--- config.mk ---
export PLATFORM = sky130hd
export DESIGN_NAME = scalar_execute_stage
export DESIGN_NICKNAME = d
export VERILOG_FILES = /design/src/rtl/alu_pkg.sv /design/src/rtl/alu.sv /design/src/rtl/operand_forward.sv /design/src/rtl/scalar_execute_stage.sv
export SDC_FILE = /design/constraint.sdc
export NUM_CORES = 1
export LEC_CHECK = 0
export BUFFER_PORTS_ARGS = -buffer_cell sky130_fd_sc_hd__buf_2
export CAP_MARGIN = 20
export CELL_PAD_IN_SITES_DETAIL_PLACEMENT = 2
export CELL_PAD_IN_SITES_GLOBAL_PLACEMENT = 2
export CORE_ASPECT_RATIO = 1.1
export CORE_MARGIN = 8
export CORE_UTILIZATION = 24
export DETAILED_ROUTE_END_ITERATION = 16
export PLACE_DENSITY_LB_ADDON = 0.1
export SYNTH_ARGS = -nofsm -noshare
export SYNTH_HDL_FRONTEND = slang
export SYNTH_HIERARCHICAL = 1
export SYNTH_SLANG_ARGS = --single-unit
--- constraint.sdc ---
create_clock -name clk -period 34.2 [get_ports clk]
set_input_delay 10.26 -clock clk [delete_from_list [all_inputs] [get_ports clk]]
set_output_delay 10.26 -clock clk [all_outputs]
set_load 0.01 [all_outputs]
--- src/rtl/alu_pkg.sv ---
// alu_pkg: ALU opcode encoding and shared datapath constants.
package alu_pkg;
  typedef enum logic [2:0] {
    ALU_ADD = 3'b000,
    ALU_SUB = 3'b001,
    ALU_MUL = 3'b010,
    ALU_DIV = 3'b011,
    ALU_ASR = 3'b100,
    ALU_LSR = 3'b101,
    ALU_LSL = 3'b110,
    ALU_AND = 3'b111
  } alu_op_t;
  localparam int WIDTH_DEF = 16;
  localparam logic [15:0] DIV_ZERO_RESULT = 16'hFFFF;
endpackage

--- src/rtl/alu.sv ---
// alu: combinational scalar ALU with zero/negative status.
module alu import alu_pkg::*; #(
  parameter int WIDTH = WIDTH_DEF
) (
  input  logic [WIDTH-1:0] A,
  input  logic [WIDTH-1:0] B,
  input  logic [2:0]       sel,
  output logic [WIDTH-1:0] C,
  output logic             flagZ,
  output logic             flagN
);
  always_comb begin
    case (alu_op_t'(sel))
      ALU_ADD: C = A + B;
      ALU_SUB: C = A - B;
      ALU_MUL: C = A * B;
      ALU_DIV: C = (B == '0) ? DIV_ZERO_RESULT[WIDTH-1:0] : A / B;
      ALU_ASR: C = $signed(A) >>> B[3:0];
      ALU_LSR: C = A >> B[3:0];
      ALU_LSL: C = A << B[3:0];
      default: C = A & B;
    endcase
  end
  assign flagZ = (C == '0);
  assign flagN = C[WIDTH-1];
endmodule

--- src/rtl/operand_forward.sv ---
// operand_forward: picks one source operand from r0, EX/MEM, writeback or register file.
module operand_forward #(
  parameter int WIDTH = 16,
  parameter int RA_W  = 4
) (
  input  logic [RA_W-1:0]  i_addr,
  input  logic [WIDTH-1:0] i_rf_val,
  input  logic             i_ex_wr,
  input  logic [RA_W-1:0]  i_ex_rd,
  input  logic [WIDTH-1:0] i_ex_val,
  input  logic             i_wb_wr,
  input  logic [RA_W-1:0]  i_wb_rd,
  input  logic [WIDTH-1:0] i_wb_val,
  output logic [WIDTH-1:0] o_val
);
  // The newest producer (EX/MEM) takes priority over the older writeback value.
  assign o_val = (i_addr == '0) ? '0 :
                 (i_ex_wr && i_ex_rd == i_addr) ? i_ex_val :
                 (i_wb_wr && i_wb_rd == i_addr) ? i_wb_val : i_rf_val;
endmodule

--- src/rtl/scalar_execute_stage.sv ---
// scalar_execute_stage: forwarding, ALU and EX/MEM register with Z/N flags.
module scalar_execute_stage import alu_pkg::*; #(
  parameter int WIDTH = WIDTH_DEF,
  parameter int RA_W  = 4
) (
  input  logic             clk,
  input  logic             rst,
  input  logic             in_valid,
  input  logic [RA_W-1:0]  in_rs1_addr,
  input  logic [RA_W-1:0]  in_rs2_addr,
  input  logic [WIDTH-1:0] in_rs1_val,
  input  logic [WIDTH-1:0] in_rs2_val,
  input  logic             in_use_imm,
  input  logic [WIDTH-1:0] in_imm,
  input  logic [2:0]       in_alu_sel,
  input  logic [RA_W-1:0]  in_rd_addr,
  input  logic             in_reg_write,
  input  logic             in_set_flags,
  input  logic             stall,
  input  logic             flush,
  input  logic             wb_reg_write,
  input  logic [RA_W-1:0]  wb_rd_addr,
  input  logic [WIDTH-1:0] wb_value,
  output logic             out_valid,
  output logic [WIDTH-1:0] out_result,
  output logic [RA_W-1:0]  out_rd_addr,
  output logic             out_reg_write,
  output logic             out_div_zero,
  output logic             flag_z,
  output logic             flag_n
);
  logic [WIDTH-1:0] w_a, w_fwd_b, w_b, w_c;
  logic             w_z, w_n, w_ex_wr, w_div_zero;
  logic             r_valid, r_reg_write, r_div_zero, r_flag_z, r_flag_n;
  logic [WIDTH-1:0] r_result;
  logic [RA_W-1:0]  r_rd_addr;
  assign w_ex_wr = r_valid & r_reg_write;
  operand_forward #(.WIDTH(WIDTH), .RA_W(RA_W)) u_fwd_a (
    .i_addr(in_rs1_addr), .i_rf_val(in_rs1_val),
    .i_ex_wr(w_ex_wr), .i_ex_rd(r_rd_addr), .i_ex_val(r_result),
    .i_wb_wr(wb_reg_write), .i_wb_rd(wb_rd_addr), .i_wb_val(wb_value),
    .o_val(w_a)
  );
  operand_forward #(.WIDTH(WIDTH), .RA_W(RA_W)) u_fwd_b (
    .i_addr(in_rs2_addr), .i_rf_val(in_rs2_val),
    .i_ex_wr(w_ex_wr), .i_ex_rd(r_rd_addr), .i_ex_val(r_result),
    .i_wb_wr(wb_reg_write), .i_wb_rd(wb_rd_addr), .i_wb_val(wb_value),
    .o_val(w_fwd_b)
  );
  assign w_b = in_use_imm ? in_imm : w_fwd_b;
  alu #(.WIDTH(WIDTH)) u_alu (
    .A(w_a), .B(w_b), .sel(in_alu_sel), .C(w_c), .flagZ(w_z), .flagN(w_n)
  );
  assign w_div_zero = in_valid & (alu_op_t'(in_alu_sel) == ALU_DIV) & (w_b == '0);
  // Flush outranks stall; a held slot keeps feeding the forwarding paths.
  always_ff @(posedge clk or posedge rst) begin
    if (rst) begin
      r_valid     <= 1'b0;
      r_result    <= '0;
      r_rd_addr   <= '0;
      r_reg_write <= 1'b0;
      r_div_zero  <= 1'b0;
      r_flag_z    <= 1'b0;
      r_flag_n    <= 1'b0;
    end else if (flush) begin
      r_valid     <= 1'b0;
      r_reg_write <= 1'b0;
      r_div_zero  <= 1'b0;
    end else if (!stall) begin
      r_valid     <= in_valid;
      r_result    <= w_c;
      r_rd_addr   <= in_rd_addr;
      r_reg_write <= in_reg_write & in_valid;
      r_div_zero  <= w_div_zero;
      if (in_valid && in_set_flags) begin
        r_flag_z <= w_z;
        r_flag_n <= w_n;
      end
    end
  end
  assign out_valid     = r_valid;
  assign out_result    = r_result;
  assign out_rd_addr   = r_rd_addr;
  assign out_reg_write = r_reg_write;
  assign out_div_zero  = r_div_zero;
  assign flag_z        = r_flag_z;
  assign flag_n        = r_flag_n;
endmodule

Yosys cells after proc, flatten, opt, wreduce, memory -nomap -nowiden --
Index checks and enable logic that the tools add are counted.
Cells by class: shifts and indexed selects 3, bitwise logic cells 7, add/sub/neg operators 2, divide/modulo/power cells 1, equal/unequal tests 11, multipliers 1, muxes and demuxes 15, reductions and logical operators 12
Operators with widths (count):
- $mux 16 | 8
- $pmux 16 s7 | 1
- $logic_not 16->1 | 2
- $add 16x16->16 | 1
- $and 16x16->16 | 1
- $div 16x16->16 | 1
- $eq 4x4->1 | 4
- $mul 16x16->16 | 1
- $shl 16x4->16 | 1
- $shr 16x4->16 | 1
- $sshr 16x4->16 | 1
- $sub 16x16->16 | 1
- $eq 3x3->1 const B | 3
- $logic_not 4->1 | 2
- $eq 3x2->1 const B | 2
- $mux 1 | 6
- $logic_and 1x1->1 | 5
- $and 1x1->1 | 4
- $eq 3x1->1 const B | 1
- $logic_not 3->1 | 1
- $reduce_and 3->1 | 1
- $ne 2x1->1 const B | 1
- $not 1->1 | 2
- $reduce_and 2->1 | 1
Storage, ports and cells: input port bits 92, register bits after elaboration 25

Longest topological paths before layout --
depth after elaboration 10, gate-level depth with buffers 136

Modules after synthesis --
Netlist, hierarchy kept.
By module, submodules not included:
- alu | area an instance 14010.9 um^2, times used 1, cells each 1922
- operand_forward | area an instance 737.0 um^2, times used 2, cells each 97
- scalar_execute_stage | area an instance 1248.7 um^2, times used 1, cells each 93

Worst setup path after synthesis --
Ideal clock, no wire load.
path type in2reg, start point input wb_rd_addr[0], end point register r_flag_z (netlist: flag_z), setup slack -4.797 ns, required time 34.135 ns, path buffers 12, setup time 0.065 ns, arrival 38.932 ns, stages on the path 126, cells stage by stage nor2b_1 or3_1 buf_2 buf_6 o31ai_2 a31oi_1 mux2_2 buf_2 or4_1 clkbuf_1 or3_4 buf_6 o21ai_0 and2_1 ha_1 o21a_1 o21ai_0 nor4_1 [... 90 more ...] a21o_1 a31oi_1 o21ai_0 clkbuf_1 nand2b_1 o221ai_1 ha_1 a21o_1 a21o_1 a21oi_1 nand2_1 a21oi_1 o311ai_0 a211oi_1 or4b_2 or4b_1 nor4_1 mux2_2
On the way: longest elaborated chain between the ends 10
RTL lines:
- from (decl) | line scalar_execute_stage.sv:22 | input logic [RA_W-1:0] wb_rd_addr,
- $eq 4x4->1 (*) | line operand_forward.sv:19 | (i_wb_wr && i_wb_rd == i_addr) ? i_wb_val : i_rf_val;
- $logic_and 1x1->1 (*) | line operand_forward.sv:19
- $mux 16 (*) | line operand_forward.sv:19
- $mux 16 (*) | line operand_forward.sv:18 | (i_ex_wr && i_ex_rd == i_addr) ? i_ex_val :
- $mux 16 (*) | line operand_forward.sv:17 | assign o_val = (i_addr == '0) ? '0 :
- via w_fwd_b[11] | line scalar_execute_stage.sv:32 | logic [WIDTH-1:0] w_a, w_fwd_b, w_b, w_c;
- $mux 16 (*) | line scalar_execute_stage.sv:50 | assign w_b = in_use_imm ? in_imm : w_fwd_b;
- via w_b[11] | line scalar_execute_stage.sv:32
- $div 16x16->16 or $logic_not 16->1 (tied branches) | line alu.sv:17 | ALU_DIV: C = (B == '0) ? DIV_ZERO_RESULT[WIDTH-1:0] : A / B;
- $mux 16 | line alu.sv:17
- $pmux 16 s7 (*) | line alu.sv:13 | case (alu_op_t'(sel))
- $logic_not 16->1 (*) | line alu.sv:24 | assign flagZ = (C == '0);
- via w_z | line scalar_execute_stage.sv:33 | logic w_z, w_n, w_ex_wr, w_div_zero;
- to (signal assigned) | line scalar_execute_stage.sv:76 | r_flag_z <= w_z;
- to (decl) | line scalar_execute_stage.sv:34 | logic r_valid, r_reg_write, r_div_zero, r_flag_z, r_flag_n;
Mark *: on every way through the listed nets, which the timed path passes. The rest lies on a longest branch. A chain may end at the register's enable or synchronous reset.

Worst setup path in the final report --
start point input in_rs2_addr[3], end point register r_flag_z (netlist: flag_z)
On the way: longest elaborated chain between the ends 10
RTL lines:
- from (decl) | line scalar_execute_stage.sv:10 | input logic [RA_W-1:0] in_rs2_addr,
- $eq 4x4->1 | line operand_forward.sv:19
- $logic_and 1x1->1 | line operand_forward.sv:19
- $mux 16 | line operand_forward.sv:19
- $mux 16 | line operand_forward.sv:18
- $mux 16 (*) | line operand_forward.sv:17
- via w_fwd_b[8] | line scalar_execute_stage.sv:32
- $mux 16 (*) | line scalar_execute_stage.sv:50
- via w_b[8] | line scalar_execute_stage.sv:32
- $div 16x16->16 or $logic_not 16->1 (tied branches) | line alu.sv:17
- $mux 16 | line alu.sv:17
- $pmux 16 s7 (*) | line alu.sv:13
- $logic_not 16->1 (*) | line alu.sv:24
- via w_z | line scalar_execute_stage.sv:33
Marked as above.

==> summary.log <==
qor: status.run_status complete, but fails checks
qor: status.failed_checks negative setup slack
qor: clock_tree.tritoncts done
qor: worst_setup_path.arrival 36970 ps
qor: worst_setup_path.r2r_start out_rd_addr[2]
qor: final_layout.num-fill-cells 7951
qor: final_layout.final_layout_size_suffix_gt1_share 38.8%
qor: sta.slew_headroom 21.9%
qor: floorplan.placement_rows 101
qor: pwr.power_switching_share 53.8%
qor: place.place_congestion 0.926
qor: synth.dominant_combinational_cell_family_by_area_after_synthesis compound AO/OA/AOI/OAI gates
qor: sta.setup_violations 3
qor: place.hpwlAfterDp 78000 um
qor: final_layout.layout.cells.non_filler 3764
qor: sta.fin_crit 36760 ps
qor: worst_hold_path.hold_path.class reg -> reg
qor: place.placement.setup.worst_slack -4270 ps
qor: synth.synth_top_area_share 15.4%
qor: place.dp.cells 3666
qor: worst_setup_path.critPathMaxFanout 7
qor: clock_tree.cts.sinks 25
qor: synth.synth_top_area_cell ha_1
qor: pwr.clock_power_share 2.2%
qor: floorplan.placeableCoreArea 69000 um^2
qor: worst_setup_path.setup.worst_path.class in -> reg
qor: clock_tree.cts_inserted_buffers 3
qor: synth.synth_fp_nets 2588
qor: place.place_area 22700 um^2
qor: worst_setup_path.reg2regPathDepth 130
qor: grt.gr-total-overflow 0
qor: final_layout.area_taken_by_multi_input_logic_gates 16600 um^2
qor: grt.grt_start_max_net_pins 45
qor: worst_setup_path.capture_instance_of_the_worst_register_to_register_path flag_z
qor: floorplan.design.die.area 78400 um^2
qor: worst_setup_path.critical_path_rt 34410 ps
qor: worst_hold_path.min-delay-start flag_n
qor: grt.groute.usage.overall 24.1%
qor: pwr.power.sequential.fraction 4.6%
qor: final_layout.share_of_the_core_filled_with_cells 35.6%
qor: clock_tree.cts.clk_slew.worst_paths 80 ps
qor: pwr.irDropWorstVdd 0.0000335 V
qor: route.via_count 20500
qor: clock_tree.max-clock-path-buffers 2
qor: pwr.internal_power 0.608 mW
qor: sta.final.setup_skew 5.42 ps
qor: final_layout.final_cell_area 24600 um^2
qor: grt.met2_usage 43.6%
qor: synth.synth_edf_count 0
qor: sta.finalWorstSetupSlack -2560 ps
qor: final_layout.final-seq-area 626 um^2
qor: synth.syn_area_per_cell 7.58 um^2
qor: grt.number_of_global_route_vias_before_repair 22500
qor: clock_tree.cts-htree-levels 1
qor: pwr.power_density_over_the_cells 53.4 nW/um^2
qor: worst_setup_path.slowest_stage or4_4
qor: sta.fin_hold_ws 519 ps
qor: synth.synth_compound_area_share 27.3%
qor: grt.grt_pass1_wl 145000 um
qor: clock_tree.ctsRootBufferMaster clkbuf_16
qor: grt.antenna_found_initial 8
qor: synth.ys_ff_latch 25
qor: final_layout.finish.net_count 3216
qor: synth.postSynthCellCount 2209
qor: worst_setup_path.critical_path.max_stage_delay 550 ps
qor: clock_tree.cts_hold_buf 0
qor: sta.slew_viols_final 0
qor: synth.synth-seq-area-share 3.74%
qor: flow_run.max_cap_viol_count 0
qor: floorplan.die_w 268 um
qor: synth.synthesis.area 16700 um^2
qor: clock_tree.clk-insertion-delay-late 270 ps
qor: route.drc_errors 0
qor: worst_hold_path.worst_hold_end flag_n
qor: floorplan.top_level_ports 117
qor: sta.max_frequency 0.0272 GHz
qor: pwr.p_leak 11.1 nW
qor: synth.synth_mux_area_share 8.85%
qor: route.post_drt_wl_per_cell 26.3 um
qor: route.ant_nets 0
qor: route.1st_pass_router_iterations 7
qor: worst_hold_path.worstHoldPathCells 1
qor: worst_setup_path.timing.critical_path.to_type register
qor: grt.global_route.usage.met3 2.68%
qor: worst_setup_path.critPathLaunchType input pin
qor: sta.unrepaired_setup_endpoints_after_global_routing true
qor: synth.yosys-top-cells-area ha_1, fa_1, xnor2_1, nand2_1, mux2_2
qor: synth.yosys_warnings 6
qor: pwr.report.power.total 1.31 mW
qor: sta.post-route-period-util 107%
qor: floorplan.floorplan.initialDensity 24.3%
qor: synth.synthXorXnorAreaFrac 7.78%
qor: place.io_buffer_count 116
qor: sta.report.final.hold_viol_count 0
qor: synth.yosysUniqueCellTypes 99
qor: final_layout.area_growth 47.0%
qor: synth.ys_dominant_reg_cell dfrtp_1
qor: synth.synth_async_sr_flop_share 100%
qor: sta.actual_slew_at_the_worst_max_slew_pin 1160 ps
qor: synth.yosys.area_share.adder 25.1%
qor: route.detail_route.wirelength 99100 um
qor: synth.synth-simple-area-share 20.1%
qor: grt.global_route.peak_usage_layer met2
qor: route.post_drt_via_cell_ratio 5.43
qor: worst_setup_path.reg2reg_setup_slack 7240 ps
qor: route.first_iter_violations 972
qor: floorplan.height_of_the_die 293 um
qor: pwr.p_sw 0.707 mW
qor: grt.grt_use_met1 30.1%
qor: pwr.comb_power_share 93.2%
qor: sta.finalSetupTns -4420 ps
## cells in the mapped netlist, types with 9 or more instances
library cell,n
and3_1,13
nand2b_1,18
buf_2,24
mux2i_1,26
o31ai_1,63
ha_1,206
a21oi_1,128
clkbuf_1,83
nor2b_1,20
mux4_2,20
a21boi_0,12
buf_6,9
nor2_1,161
nand4_1,44
nand3_1,23
nand2_1,223
mux2_2,67
xor2_1,41
xnor2_1,104
dfrtp_1,25
o22ai_1,12
buf_1,9
a31oi_1,58
o31ai_2,20
nor4_1,10
inv_1,160
and2_1,45
fa_1,81
a211oi_1,19
o211ai_1,23
or2_2,9
o21ai_0,101
o21a_1,40
or4_1,10
a21o_1,44
or3_1,25
nor3_1,52
## power by group through the flow
stage                     sequential [mW]  combinational [mW]  clock (mW)
final                              0.0606                1.23      0.0287
after global routing               0.0614                1.33      0.0305
after CTS                          0.0608                1.19      0.0301
after detailed placement           0.0615                1.15           0
after global placement             0.0614                1.11           0
after floorplan                    0.0516               0.716           0
## per-layer routing
layer  wire length [um]  up-vias
met5                 28        -
met4               2950        4
met3               4150      145
met2              49700      482
met1              42300    10500
li1                   -     9354
## layout make-up
class	count	share of cell area (%)
Timing Repair Buffer	747	22.4
Clock inverter	1	0.0305
Tap cell	927	4.72
Antenna cell	1	0.0102
Multi-Input combinational cell	1895	67.5
Sequential cell	25	2.54
Clock buffer	3	0.305
Inverter	165	2.52
## worst max-delay path, delay by kind of cell
| family | cells | cell delay, ps |
|---|---|---|
| xor+xnor | 1 | 110 |
| mux | 6 | 1760 |
| fa+ha+maj | 15 | 3870 |
| simple gates | 26 | 6100 |
| buf+inv | 16 | 2360 |
| compound gates | 66 | 12490 |
## cell families (layout without fill, tap and decap cells)
group	Yosys count	count (layout)
xor+xnor	147	147
mux	114	114
buf+inv	291	916
flops	25	25
compound gates	655	657
other cells	0	1
fa+ha+maj	287	287
simple gates	690	690
## worst max-delay path by stage
stage	from	to	slack (ps)
final	in_rs2_addr[3]	flag_z	-2560
after global routing	in_rs2_addr[3]	flag_z	-3550
after CTS	in_rs2_addr[3]	flag_z	-2420
after detailed placement	in_rs2_addr[3]	flag_z	-4270
after global placement	in_rs2_addr[1]	flag_z	-3410
after floorplan	in_rs2_addr[1]	flag_z	-1400
## repair_timing
item,CTS,global route
setup endpoints to repair,3,3
buffers inserted,41,49
gates cloned,2,1
resized for setup,78,119
pin swaps,48,78
## layout by cell type (no fill, tap or decap), types with 25 or more instances in the layout
cell type	n
ha_4	28
nand4_1	44
nor3_1	46
a21o_1	43
xor2_1	41
xnor2_1	103
a21oi_1	98
mux2i_1	25
buf_4	604
o21a_1	36
o31ai_1	54
buf_2	117
o21ai_0	81
fa_1	81
a21oi_2	26
nand2_1	210
and2_1	42
mux2_2	50
a31oi_1	35
nor2_1	152
dfrtp_1	25
ha_1	173
inv_1	159
## flip-flops by register name, indices dropped and copies added, names as in the netlist
register and flops:
out_result 16, out_rd_addr 4, flag_n 1, flag_z 1, out_div_zero 1, out_reg_write 1
out_valid 1
(Power assumes the default switching activity.)
